[config.mk]
export PLATFORM = sky130hd
export DESIGN_NAME = hiss_rx_deser_flat
export DESIGN_NICKNAME = d
export VERILOG_FILES = /design/src/rtl/hiss_rx_deser_if.sv /design/src/rtl/hiss_rx_deser.sv /design/src/flat_wrapper.sv
export SDC_FILE = /design/constraint.sdc
export NUM_CORES = 1
export LEC_CHECK = 0
export CORE_MARGIN = 2
export CORE_UTILIZATION = 58
export DETAILED_ROUTE_END_ITERATION = 8
export PLACE_DENSITY_LB_ADDON = 0.1
export SETUP_SLACK_MARGIN = 0.15
export SLEW_MARGIN = 0
export SYNTH_ARGS = -nofsm -noshare
export SYNTH_HDL_FRONTEND = slang
export SYNTH_SLANG_ARGS = --single-unit
[constraint.sdc]
create_clock -name i_hiss_clk -period 2.8 [get_ports i_hiss_clk]
set_input_delay 0.28 -clock i_hiss_clk [delete_from_list [all_inputs] [get_ports i_hiss_clk]]
set_output_delay 0.28 -clock i_hiss_clk [all_outputs]
set_load 0.02 [all_outputs]
[src/rtl/hiss_rx_deser_if.sv]
// Signal bundle between the HISS receive pad cell / control side and the receive deserializer.
// The master side drives the serial lanes and enable; the slave (deserializer) returns words and status.
interface hiss_rx_deser_if #(
   parameter int WORD_W = 8
);
   logic              rx_en;
   logic              hiss_rxi;
   logic              hiss_rxq;
   logic              hiss_rxien;
   logic              hiss_rxqen;
   logic [WORD_W-1:0] rx_i_word;
   logic [WORD_W-1:0] rx_q_word;
   logic              rx_valid;
   logic              rx_sof;
   logic              locked;
   logic              sync_err;
   logic [7:0]        err_cnt;

   modport master (
      output rx_en, hiss_rxi, hiss_rxq,
      input  hiss_rxien, hiss_rxqen, rx_i_word, rx_q_word,
      input  rx_valid, rx_sof, locked, sync_err, err_cnt
   );

   modport slave (
      input  rx_en, hiss_rxi, hiss_rxq,
      output hiss_rxien, hiss_rxqen, rx_i_word, rx_q_word,
      output rx_valid, rx_sof, locked, sync_err, err_cnt
   );
endinterface

[src/rtl/hiss_rx_deser.sv]
// HISS receive deserializer: hunts for the I-lane sync preamble, then deserializes I/Q word pairs
// frame by frame, re-checking the preamble between frames and dropping lock after MAX_MISS bad ones.
module hiss_rx_deser #(
   parameter int                WORD_W      = 8,
   parameter int                SYNC_W      = 8,
   parameter logic [SYNC_W-1:0] SYNC_PAT    = 8'hA5,
   parameter int                FRAME_WORDS = 4,
   parameter int                MAX_MISS    = 3
) (
   input  logic           i_hiss_clk,
   input  logic           i_n_reset,
   hiss_rx_deser_if.slave bus
);
   localparam int BIT_MAX = (WORD_W > SYNC_W) ? WORD_W : SYNC_W;
   localparam int CNT_W   = $clog2(BIT_MAX + 1);
   localparam int WC_W    = $clog2(FRAME_WORDS + 1);
   localparam int MC_W    = $clog2(MAX_MISS + 1);

   typedef enum logic [1:0] {
      S_IDLE,
      S_HUNT,
      S_LOCKED,
      S_CHECK
   } state_t;

   state_t              r_state;
   logic [SYNC_W-1:0]   r_sync_sreg;
   logic [WORD_W-1:0]   r_word_i;
   logic [WORD_W-1:0]   r_word_q;
   logic [CNT_W-1:0]    r_bit_cnt;
   logic [WC_W-1:0]     r_word_cnt;
   logic [MC_W-1:0]     r_miss_cnt;
   logic [WORD_W-1:0]   r_rx_i_word;
   logic [WORD_W-1:0]   r_rx_q_word;
   logic                r_rx_valid;
   logic                r_rx_sof;
   logic                r_locked;
   logic                r_sync_err;
   logic [7:0]          r_err_cnt;

   logic [SYNC_W-1:0]   w_sync_shift;
   logic [WORD_W-1:0]   w_i_shift;
   logic [WORD_W-1:0]   w_q_shift;
   logic [MC_W-1:0]     w_miss_inc;
   logic                w_word_last;
   logic                w_sync_last;

   // Candidate values including the bit being sampled this edge
   assign w_sync_shift = {r_sync_sreg[SYNC_W-2:0], bus.hiss_rxi};
   assign w_i_shift    = {r_word_i[WORD_W-2:0], bus.hiss_rxi};
   assign w_q_shift    = {r_word_q[WORD_W-2:0], bus.hiss_rxq};
   assign w_miss_inc   = r_miss_cnt + 1'b1;
   assign w_word_last  = (r_bit_cnt == CNT_W'(WORD_W - 1));
   assign w_sync_last  = (r_bit_cnt == CNT_W'(SYNC_W - 1));

   assign bus.hiss_rxien = bus.rx_en;
   assign bus.hiss_rxqen = bus.rx_en;
   assign bus.rx_i_word  = r_rx_i_word;
   assign bus.rx_q_word  = r_rx_q_word;
   assign bus.rx_valid   = r_rx_valid;
   assign bus.rx_sof     = r_rx_sof;
   assign bus.locked     = r_locked;
   assign bus.sync_err   = r_sync_err;
   assign bus.err_cnt    = r_err_cnt;

   always_ff @(posedge i_hiss_clk or negedge i_n_reset) begin
      if (!i_n_reset) begin
         r_state     <= S_IDLE;
         r_sync_sreg <= '0;
         r_word_i    <= '0;
         r_word_q    <= '0;
         r_bit_cnt   <= '0;
         r_word_cnt  <= '0;
         r_miss_cnt  <= '0;
         r_rx_i_word <= '0;
         r_rx_q_word <= '0;
         r_rx_valid  <= 1'b0;
         r_rx_sof    <= 1'b0;
         r_locked    <= 1'b0;
         r_sync_err  <= 1'b0;
         r_err_cnt   <= '0;
      end else begin
         r_rx_valid <= 1'b0;
         r_rx_sof   <= 1'b0;
         r_sync_err <= 1'b0;
         if (!bus.rx_en) begin
            // Output words deliberately hold their last value while disabled
            r_state    <= S_IDLE;
            r_locked   <= 1'b0;
            r_bit_cnt  <= '0;
            r_word_cnt <= '0;
            r_miss_cnt <= '0;
            r_err_cnt  <= '0;
         end else begin
            case (r_state)
               S_IDLE: begin
                  r_state <= S_HUNT;
               end
               S_HUNT: begin
                  r_sync_sreg <= w_sync_shift;
                  if (w_sync_shift == SYNC_PAT) begin
                     r_state    <= S_LOCKED;
                     r_locked   <= 1'b1;
                     r_bit_cnt  <= '0;
                     r_word_cnt <= '0;
                     r_miss_cnt <= '0;
                  end
               end
               S_LOCKED: begin
                  r_word_i <= w_i_shift;
                  r_word_q <= w_q_shift;
                  if (w_word_last) begin
                     r_bit_cnt   <= '0;
                     r_rx_i_word <= w_i_shift;
                     r_rx_q_word <= w_q_shift;
                     r_rx_valid  <= 1'b1;
                     r_rx_sof    <= (r_word_cnt == '0);
                     if (r_word_cnt == WC_W'(FRAME_WORDS - 1)) begin
                        r_word_cnt <= '0;
                        r_state    <= S_CHECK;
                     end else begin
                        r_word_cnt <= r_word_cnt + 1'b1;
                     end
                  end else begin
                     r_bit_cnt <= r_bit_cnt + 1'b1;
                  end
               end
               S_CHECK: begin
                  r_sync_sreg <= w_sync_shift;
                  if (w_sync_last) begin
                     r_bit_cnt <= '0;
                     if (w_sync_shift == SYNC_PAT) begin
                        r_miss_cnt <= '0;
                        r_state    <= S_LOCKED;
                     end else begin
                        r_sync_err <= 1'b1;
                        if (r_err_cnt != 8'hFF) begin
                           r_err_cnt <= r_err_cnt + 1'b1;
                        end
                        r_miss_cnt <= w_miss_inc;
                        // Too many misses: give up the old alignment; otherwise free-wheel on it
                        if (w_miss_inc == MC_W'(MAX_MISS)) begin
                           r_state  <= S_HUNT;
                           r_locked <= 1'b0;
                        end else begin
                           r_state <= S_LOCKED;
                        end
                     end
                  end else begin
                     r_bit_cnt <= r_bit_cnt + 1'b1;
                  end
               end
               default: begin
                  r_state <= S_IDLE;
               end
            endcase
         end
      end
   end
endmodule

[src/flat_wrapper.sv]
// flat-port wrapper written by rule: the top's interface ports become plain ports
module hiss_rx_deser_flat 
#(
   parameter int                WORD_W      = 8,
   parameter int                SYNC_W      = 8,
   parameter logic [SYNC_W-1:0] SYNC_PAT    = 8'hA5,
   parameter int                FRAME_WORDS = 4,
   parameter int                MAX_MISS    = 3
)
  (i_hiss_clk, i_n_reset, bus_rx_en, bus_hiss_rxi, bus_hiss_rxq, bus_hiss_rxien, bus_hiss_rxqen, bus_rx_i_word, bus_rx_q_word, bus_rx_valid, bus_rx_sof, bus_locked, bus_sync_err, bus_err_cnt);
  hiss_rx_deser_if #(.WORD_W(WORD_W)) bus_i ();
  input  logic i_hiss_clk;
  input  logic i_n_reset;
  input wire logic [$bits(bus_i.rx_en)-1:0] bus_rx_en;
  input wire logic [$bits(bus_i.hiss_rxi)-1:0] bus_hiss_rxi;
  input wire logic [$bits(bus_i.hiss_rxq)-1:0] bus_hiss_rxq;
  output wire logic [$bits(bus_i.hiss_rxien)-1:0] bus_hiss_rxien;
  output wire logic [$bits(bus_i.hiss_rxqen)-1:0] bus_hiss_rxqen;
  output wire logic [$bits(bus_i.rx_i_word)-1:0] bus_rx_i_word;
  output wire logic [$bits(bus_i.rx_q_word)-1:0] bus_rx_q_word;
  output wire logic [$bits(bus_i.rx_valid)-1:0] bus_rx_valid;
  output wire logic [$bits(bus_i.rx_sof)-1:0] bus_rx_sof;
  output wire logic [$bits(bus_i.locked)-1:0] bus_locked;
  output wire logic [$bits(bus_i.sync_err)-1:0] bus_sync_err;
  output wire logic [$bits(bus_i.err_cnt)-1:0] bus_err_cnt;
  assign bus_i.rx_en = bus_rx_en;
  assign bus_i.hiss_rxi = bus_hiss_rxi;
  assign bus_i.hiss_rxq = bus_hiss_rxq;
  assign bus_hiss_rxien = bus_i.hiss_rxien;
  assign bus_hiss_rxqen = bus_i.hiss_rxqen;
  assign bus_rx_i_word = bus_i.rx_i_word;
  assign bus_rx_q_word = bus_i.rx_q_word;
  assign bus_rx_valid = bus_i.rx_valid;
  assign bus_rx_sof = bus_i.rx_sof;
  assign bus_locked = bus_i.locked;
  assign bus_sync_err = bus_i.sync_err;
  assign bus_err_cnt = bus_i.err_cnt;
  hiss_rx_deser #(.WORD_W(WORD_W), .SYNC_W(SYNC_W), .SYNC_PAT(SYNC_PAT), .FRAME_WORDS(FRAME_WORDS), .MAX_MISS(MAX_MISS)) u_core (.i_hiss_clk(i_hiss_clk), .i_n_reset(i_n_reset), .bus(bus_i));
endmodule
==> impl_summary.log <==
[metrics] final antenna-violating net count: 0
[metrics] worst reg-to-reg setup slack: 0.67 ns
[metrics] library cell used as clock root buffer: sky130_fd_sc_hd__clkbuf_8
[metrics] clock tree from TritonCTS: built
[metrics] via density per instance: ~5.7
[metrics] vertical extent of the die: 71.58 um
[metrics] maximum clock rate: 0.4687 GHz
[metrics] Die Outline Area: between 5000 and 6000 um2
[metrics] Post-Synthesis Cell Area: between 2000 and 3000 um2
[metrics] number of remaining DRC errors: 0
[metrics] Util after Layout: between 70% and 80%
[metrics] post-route cell area: roughly 3200 um2
[metrics] final hold violations: 0
[metrics] Tightest Pin Transition: around 0.73 ns
[metrics] area of the core: ~4400 um2
[metrics] largest vdd supply drop: slightly below 0.4 mV
[metrics] maximum buffer depth of the clock tree: 2
[metrics] final HPWL from detailed placement: 3.281 mm
[metrics] fin cells: just under 300
[metrics] total of cells resized after clock tree synthesis: 0
[metrics] Final setup viols: 0
[metrics] multi-input logic area: around 1000 um2
[metrics] fraction of layout instances using a drive strength above 1: 26.12%
[metrics] num ports: 35
[metrics] effective utilization at floorplan: between 60 and 70%
[metrics] synthesis-to-finish area growth: 20.17%
[metrics] period utilisation layout: 76.20%
[metrics] gp weighted congestion: between 0.7 and 0.8
[metrics] final global-route overflow total: 0
[metrics] antenna fix cells: 0
[metrics] clock insertion delay at the later pin of the skew report: roughly 0.33 ns
[metrics] data arrival time at the worst-slack endpoint: ~2.4 ns
[metrics] 1st-iter DRT viols: 96
[metrics] Setup Fix Bufs, Post-CTS: 0
[metrics] Placed Instances: around 280
[metrics] classification of the worst-slack hold path: input pin to async pin
[metrics] Final Routed Wirelength: 4.736 mm
[metrics] biggest area consumer among synthesized cells: sky130_fd_sc_hd__dfrtp_1
[metrics] register area: 1501 um2
[metrics] capture point of the worst reg-to-reg path: u_core.bus.err_cnt[7]
[metrics] fillcell total: about 300
[metrics] number of different library cells in the post-synthesis netlist: 39
[metrics] critical register-to-register path startpoint: u_core.r_bit_cnt[0]
[metrics] number of antenna violations at the first check in global routing: 0
[metrics] global-route wire length before repair: around 8.1 mm
[metrics] Syn Area/Cell: 13.11 um2
[metrics] Final Skew: 0.008330 ns
[metrics] part of the total power dissipated in combinational logic: a little under 6%
[metrics] Yosys warnings: 0
[metrics] average routed wire per standard cell: 15.95 um
[metrics] number of H-tree levels: 3
[metrics] Inserted Clock Buffers: 9
[metrics] count of cells along the worst register-to-register path: 5
[metrics] die extent in x: around 72 um
[metrics] cell internal power dissipation: ~1.4 mW
[metrics] max-slew violation total from the final report: 0
[metrics] Post-layout nets: between 200 and 300
[metrics] leakage component of the power: approximately 1.5 nW
[metrics] clock share of power: a little over two fifths
[metrics] number of nets in the synthesized netlist: ~210
[metrics] Yosys top cell area share: about 57%
[metrics] Net Sw Frac: between 20% and 30%
[metrics] number of register bits inferred by synthesis: 60
[metrics] largest net degree at the start of global routing: between 60 and 70
[metrics] outcome: complete, no violations
[metrics] Post-Syn Instances: 202
[metrics] Tmin final: 2.134 ns
[metrics] post-layout worst setup margin: approximately 0.67 ns
[metrics] main area contributors after synthesis: sky130_fd_sc_hd__dfrtp_1, sky130_fd_sc_hd__mux2_2, sky130_fd_sc_hd__ha_1, sky130_fd_sc_hd__nor2_1, sky130_fd_sc_hd__clkbuf_8
[metrics] reported net switching power: roughly 0.38 mW
[metrics] kind of end point of the critical path: register
[metrics] final setup TNS: 0 ns
[metrics] count of buffers inserted at the top-level ports: 34
[metrics] overall power consumption: 1.797 mW
[metrics] placed standard-cell area: approximately 3000 um2
[metrics] detailed-route via count: ~1700
[metrics] unrepaired setup endpoints after global routing: false
[metrics] worst hold slack: about 0.091 ns
[metrics] gr usage total: about a fifth
[metrics] startpoint kind of the worst setup timing path: register
[metrics] max-capacitance violation count: 0
[metrics] Post-Place Worst Slack: about 0.5 ns
[metrics] part of the Yosys area used for sequential elements: a little under three fifths
[metrics] pwr/cell area: approximately 560 nW/um2
[metrics] number of global-route vias before repair: 1727
[metrics] required time of the critical path: 3.04 ns
[metrics] Max Fanout on Critical Path: 16
[metrics] detailed-routing iteration count for the pre-antenna-repair pass: 4
[metrics] Reg power frac: roughly 52%
[metrics] floorplan row count: 24
[metrics] relative slew slack: a little over 50%
[metrics] Sinks on Clock Net: 60
[metrics] critical path start-end classification: register to register
[metrics] clock slew at the register clock pins of the worst setup and hold paths: about 0.07 ns
[metrics] hold_buf cts: 0
==> cell type report <==
class,instances,area share [%]
sequential,60,47.17
multi-input combinational,126,32.63
tap,52,2.044
clock buffer,12,4.874
timing repair buffer,37,11.24
clock inverter,2,1.101
inverter,8,0.9434
==> power by group through the flow <==
| stage | clock network [mW] | logic [mW] | registers (mW) |
|---|---|---|---|
| global route | 0.817 | 0.116 | 0.945 |
| CTS | 0.767 | 0.107 | 0.940 |
| detailed placement | 0 | 0.106 | 0.956 |
| floorplan | 0 | 0.0726 | 0.943 |
| global placement | 0 | 0.0988 | 0.950 |
| finish | 0.755 | 0.103 | 0.939 |
==> cells in the mapped netlist, drive strengths merged <==
master	instances
o41ai	1
a211o	1
nand2	9
a21o	1
nand3	5
buf	4
ha	5
xor2	1
mux2	41
clkinv	1
and3b	1
a31oi	1
o21a	1
a22oi	3
dfrtp	60
nand2b	5
nand3b	3
and4	2
mux2i	3
o2bb2ai	1
clkbuf	4
nand4	2
o21ai	4
or4	5
o221a	1
nor3	2
o21bai	1
and3	1
nor2	13
o31ai	5
a21oi	6
and4bb	2
inv	7
==> logic make-up (layout without fill, tap and decap cells) <==
| logic type | count (synthesis) | count (layout) | synth area share (%) |
|---|---|---|---|
| mux | 44 | 44 | 18.56 |
| flops | 60 | 60 | 56.68 |
| simple gates | 50 | 50 | 11.29 |
| fa+ha+maj | 5 | 5 | 2.362 |
| xor+xnor | 1 | 1 | 0.3307 |
| buf+inv | 16 | 59 | 4.109 |
| compound gates | 26 | 26 | 6.661 |
==> registers in the layout (all words and copies together), names as in the netlist <==
name,count
u_core.r_miss_cnt,2
u_core.r_word_q,7
u_core.bus.rx_valid,1
u_core.r_word_i,7
u_core.r_word_cnt,3
u_core.bus.rx_i_word,8
u_core.bus.locked,1
u_core.bus.err_cnt,8
u_core.bus.rx_sof,1
u_core.r_state,2
u_core.bus.rx_q_word,8
u_core.r_sync_sreg,7
u_core.bus.sync_err,1
u_core.r_bit_cnt,4
==> worst max-delay path, stage by stage, from the launching register on <==
cell and delay, ns:
sky130_fd_sc_hd__dfrtp_1 0.40, sky130_fd_sc_hd__ha_1 0.29, sky130_fd_sc_hd__nand3b_4 0.14, sky130_fd_sc_hd__a211o_1 0.48
sky130_fd_sc_hd__or4_1 0.56, sky130_fd_sc_hd__a21oi_1 0.18
==> how the worst max path moves through the flow <==
stage | startpoint | end | slack (ns)
CTS | u_core.r_bit_cnt[0] | u_core.bus.err_cnt[7] | 0.68
global placement | bus_hiss_rxi | u_core.bus.err_cnt[5] | 0.60
detailed placement | bus_hiss_rxi | u_core.bus.err_cnt[7] | 0.52
global route | u_core.r_bit_cnt[0] | u_core.bus.err_cnt[7] | 0.55
finish | u_core.r_bit_cnt[0] | u_core.bus.err_cnt[7] | 0.67
floorplan | u_core.r_bit_cnt[0] | u_core.bus.err_cnt[7] | 1.04
==> metal layers <==
layer | vias to the layer above | routed length (um) | GRT usage (%)
met3 | 9 | 177 | 5.907
met2 | 40 | 2386 | 33.23
met4 | 0 | 68 | 8.805
met5 | - | 0 | 0
met1 | 851 | 2103 | 27.23
li1 | 805 | - | -
==> placed cells by master, fill, tap and decap left out, types with 2 or more instances in the layout <==
cell                              instances
sky130_fd_sc_hd__clkbuf_8                11
sky130_fd_sc_hd__ha_1                     5
sky130_fd_sc_hd__o21ai_0                  4
sky130_fd_sc_hd__nand2_1                  9
sky130_fd_sc_hd__nand2b_1                 5
sky130_fd_sc_hd__a22oi_1                  3
sky130_fd_sc_hd__inv_1                    7
sky130_fd_sc_hd__dfrtp_1                 60
sky130_fd_sc_hd__mux2i_1                  3
sky130_fd_sc_hd__mux2_2                  41
sky130_fd_sc_hd__nand3_1                  5
sky130_fd_sc_hd__nand4_1                  2
sky130_fd_sc_hd__clkdlybuf4s50_1         33
sky130_fd_sc_hd__or4_1                    5
sky130_fd_sc_hd__a21oi_1                  6
sky130_fd_sc_hd__nor2_1                  12
sky130_fd_sc_hd__nor3_1                   2
sky130_fd_sc_hd__nand3b_1                 2
sky130_fd_sc_hd__o31ai_1                  5
sky130_fd_sc_hd__buf_4                    3
Power figures use the tool's default switching activity.
